`src/rtl/reg_readback_sequencer.sv`:
```
// Register readback sequencer: walks a contiguous address range through a
// combinational read port and streams each word out on a valid/ready interface.
module reg_readback_sequencer #(
    parameter int DATA_WIDTH = 32,
    parameter int ADDR_WIDTH = 5
) (
    input  logic                  clk,
    input  logic                  clear_n,
    input  logic                  start,
    input  logic [ADDR_WIDTH-1:0] baseAddr,
    input  logic [ADDR_WIDTH:0]   count,
    output logic [ADDR_WIDTH-1:0] regAddr,
    input  logic [DATA_WIDTH-1:0] regData,
    output logic [DATA_WIDTH-1:0] outData,
    output logic                  outValid,
    input  logic                  outReady,
    output logic                  busy,
    output logic                  done,
    output logic [1:0]            dbgState
);

    typedef enum logic [1:0] {
        S_IDLE    = 2'd0,
        S_FETCH   = 2'd1,
        S_PRESENT = 2'd2,
        S_DONE    = 2'd3
    } state_t;

    state_t                  state_q;
    logic [ADDR_WIDTH-1:0]   addr_q;
    logic [ADDR_WIDTH:0]     remaining_q;
    logic [ADDR_WIDTH-1:0]   reg_addr_q;
    logic [DATA_WIDTH-1:0]   out_data_q;
    logic                    out_valid_q;
    logic                    busy_q;
    logic                    done_q;

    // Stream handshake: a word transfers on any rising edge where outValid and
    // outReady are both high; outValid never drops without that transfer.
    always_ff @(posedge clk) begin
        if (!clear_n) begin
            state_q     <= S_IDLE;
            addr_q      <= '0;
            remaining_q <= '0;
            reg_addr_q  <= '0;
            out_data_q  <= '0;
            out_valid_q <= 1'b0;
            busy_q      <= 1'b0;
            done_q      <= 1'b0;
        end else begin
            done_q <= 1'b0;
            case (state_q)
                S_IDLE: begin
                    if (start) begin
                        busy_q <= 1'b1;
                        if (count != '0) begin
                            addr_q      <= baseAddr;
                            reg_addr_q  <= baseAddr;
                            remaining_q <= count;
                            state_q     <= S_FETCH;
                        end else begin
                            done_q  <= 1'b1;
                            state_q <= S_DONE;
                        end
                    end
                end
                S_FETCH: begin
                    // Snapshot here so later register writes cannot disturb the word on offer.
                    out_data_q  <= regData;
                    out_valid_q <= 1'b1;
                    state_q     <= S_PRESENT;
                end
                S_PRESENT: begin
                    if (outReady) begin
                        out_valid_q <= 1'b0;
                        if (remaining_q == (ADDR_WIDTH+1)'(1)) begin
                            remaining_q <= '0;
                            done_q      <= 1'b1;
                            state_q     <= S_DONE;
                        end else begin
                            remaining_q <= remaining_q - 1'b1;
                            addr_q      <= addr_q + 1'b1;
                            reg_addr_q  <= addr_q + 1'b1;
                            state_q     <= S_FETCH;
                        end
                    end
                end
                S_DONE: begin
                    busy_q  <= 1'b0;
                    state_q <= S_IDLE;
                end
                default: begin
                    state_q <= S_IDLE;
                end
            endcase
        end
    end

    assign regAddr  = reg_addr_q;
    assign outData  = out_data_q;
    assign outValid = out_valid_q;
    assign busy     = busy_q;
    assign done     = done_q;
    assign dbgState = state_q;

endmodule

```
`config.mk`:
```
export PLATFORM = sky130hd
export DESIGN_NAME = reg_readback_sequencer
export DESIGN_NICKNAME = d
export VERILOG_FILES = /design/src/rtl/reg_readback_sequencer.sv
export SDC_FILE = /design/constraint.sdc
export NUM_CORES = 1
export LEC_CHECK = 0
export ABC_CLOCK_PERIOD_IN_PS = 4400
export CORE_MARGIN = 5
export CORE_UTILIZATION = 35
export CTS_BUF_LIST = sky130_fd_sc_hd__clkbuf_4 sky130_fd_sc_hd__clkbuf_8
export CTS_CLUSTER_DIAMETER = 100
export DETAILED_ROUTE_END_ITERATION = 10
export PLACE_DENSITY = 0.68
export SLEW_MARGIN = 30
export SYNTH_ARGS = -nofsm -noshare
export SYNTH_HDL_FRONTEND = slang
export SYNTH_SLANG_ARGS = --single-unit
```
`constraint.sdc`:
```
create_clock -name clk -period 4.4 [get_ports clk]
set_input_delay 0.88 -clock clk [delete_from_list [all_inputs] [get_ports clk]]
set_output_delay 0.88 -clock clk [all_outputs]
set_load 0.02 [all_outputs]
```
==> out/qor.yml <==
hold_buffers: 0
routed_wl_um: 5620
grt_overflow: 0
maxSlewHeadroom_pct: 52.8
cp_top_family: "flip-flops"
critPathBufInv: 1
synth_top_family_by_area: "simple AND/OR/NAND/NOR gates"
outcome: "finished clean"
htree_levels: 2
power_switching_w: 0.000304
synth_compound_area_share_pct: 22.9
min_period_ps: 2640
chipWidth_um: 87.2
ir_drop_mv: 0.198
clk_pin_slew_worst_paths_ps: 90
grt_antenna_before_repair: 0
drt-vias-per-instance: 5.00
critPathRequiredTime_ps: 3520
cellLeakagePower_nw: 1.12
synth_area_um2: 2090
final_common_cell: "clkdlybuf4s50_1"
grt_usage_pct: 14.9
synth_xor_area_share_pct: 0.419
post_cts_buffers: 0
ff_latch_area_um2: 961
num_rows: 28
drv_slew: 0
setup_tns_ps: 0
fin_skew_ps: 9.94
clock-sinks: 48
synthesis.nets: 309
crit_slowest_cell: "dfxtp_1"
period_share_pct: 60.0
worstSkewPairLatency_ps: 300
cts_root_buf: "clkbuf_8"
synth_adder_area_share_pct: 1.80
crit_path_cell_trace: "clkdlybuf4s50_1"
endpoint_kind: "output port"
hold_violations: 0
combPwrFrac_pct: 23.5
ys_async_sr_fraction_pct: 0
ys_types: 40
diodes: 0
grt_pass1_wl_um: 9060
tightest_slew_ps: 708
rsz0062_at_grt: "false"
ys_seq_area_share_pct: 46.0
nFillCells: 560
drc: 0
place.gp.congestion: 0.781
grt_max_degree: 33
fp.dieArea_um2: 7610
critPathKind: "reg2out"
clock_power_share_pct: 30.6
cts_resized: 0
core_um2: 5850
critPathMaxFanout: 17
io_buffers: 88
drt_first_pass_iters: 4
syn2layout_area_growth_pct: 50.3
place_hpwl_um: 4140
synth-edff-count: 0
start_kind: "flip-flop"
avgSynthCellArea_um2: 8.06
ys_warn_count: 0
postRouteAntennaNets: 0
initialDrtViolationCount: 91
synth-seq-cells: 48
p_int_w: 0.000778
multi_input_area_um2: 1050
muxShareOfSynthArea_pct: 0.959
hp-class: "reg2reg"
p_per_area_nw_per_um2: 345
hold_depth: 2
grt_pass1_vias: 1971
rr_worst_depth: 4
cts_tree: "yes"
cp.depth: 1
p_sw_share_pct: 28.1
finalSetupViolCount: 0
cts_buffers: 5
p_seq_share_pct: 45.9
io_pins: 89
final_nets: 391
fin_util_pct: 53.7
max_freq_mhz: 379
vias: 2085
die_h_um: 87.2
wl_per_cell_um: 13.5
clk_path_buf_depth: 2
maxCapViolCount: 0
syn_inst: 259
yosys.area_share.simple_pct: 23.8
worstPathArrival_ps: 1760
start_util_pct: 35.7
ys.flop_type: "dfxtp_1"
drive_gt1_share_pct: 5.26
final_cell_mix: "88 x clkdlybuf4s50_1, 72 x nand2_1, 48 x dfxtp_1"
critical-path-max-stage-delay_ps: 740
[cell usage after synthesis, drive strengths merged (2+ instances only)]
cell type | count | area share, %
a211oi | 9 | 4.0
nor4 | 3 | 2.3
buf | 3 | 0.96
inv | 4 | 0.72
mux2i | 2 | 0.96
o22ai | 2 | 0.60
nand3 | 2 | 0.48
clkbuf | 12 | 2.2
a21oi | 43 | 10
o32ai | 2 | 0.84
o21ai | 6 | 1.4
and2 | 2 | 0.60
nand2 | 73 | 13
a211o | 3 | 1.3
dfxtp | 48 | 46
nor2 | 12 | 2.2
nand2b | 6 | 1.8
nor3 | 3 | 0.72
o31ai | 2 | 0.72
ha | 3 | 1.8
nor2b | 2 | 0.60
a22oi | 3 | 1.1
[final timing paths]
check,start,to,slack [ps]
hold reg to reg,outData[12],outData[12],460
setup / recovery,dbgState[0],dbgState[0],1760
setup reg to reg,dbgState[0],remaining_q[2],2460
hold / removal,outData[12],outData[12],460
[sequential cells by signal, summed over array words and instances, names as in the netlist]
signal / flops
regAddr: 5
outValid: 1
outData: 32
dbgState: 2
done: 1
busy: 1
remaining_q: 6
[layout make-up]
class                   instances  share of cell area (%)
flip-flops and latches         48                    30.6
inverters                       5                   0.598
clock buffers                   6                    2.63
multi-input cells             191                    33.4
clock inverters                 2                    1.24
well taps                      75                    2.99
repair buffers                 90                    28.5
[routing by layer]
layer | track usage (%) | share of wire [%] | routed length [um] | up-vias
met4 | 5.44 | 1.7 | 98 | 0
li1 | - | - | - | 1057
met3 | 5.87 | 9.6 | 542 | 10
met2 | 22.3 | 45 | 2550 | 74
met1 | 19.2 | 43 | 2430 | 944
met5 | 0 | 0 | 0 | -
[kinds of logic after synthesis]
kind of cell | after synthesis
simple gates | 108
buf+inv | 20
fa+ha+maj | 3
mux | 2
xor+xnor | 1
compound gates | 77
flops | 48
[power by group through the flow]
stage	Clock [W]	Combinational [W]	Sequential, W
6_report	0.000331	0.000254	0.000497
5_1_grt	0.000362	0.000277	0.000502
4_1_cts	0.000346	0.000257	0.000496
3_5_place_dp	0	0.000256	0.000506
3_3_place_gp	0	0.000255	0.000505
2_1_floorplan	0	0.000114	0.000528
[stage by stage]
step | instance area [um2] | instances | hold WS, ps | setup WS (ps) | power [W]
detailed placement | 3020 | 409 | 449 | 1500 | 0.000762
CTS | 3140 | 417 | 462 | 1760 | 0.00110
global route | 3140 | 417 | 486 | 1670 | 0.00114
floorplan | 2090 | 259 | 490 | 2550 | 0.000642
global placement | 3020 | 409 | 441 | 1550 | 0.000759
finish | 3140 | 417 | 458 | 1760 | 0.00108
(Power assumes the default switching activity.)
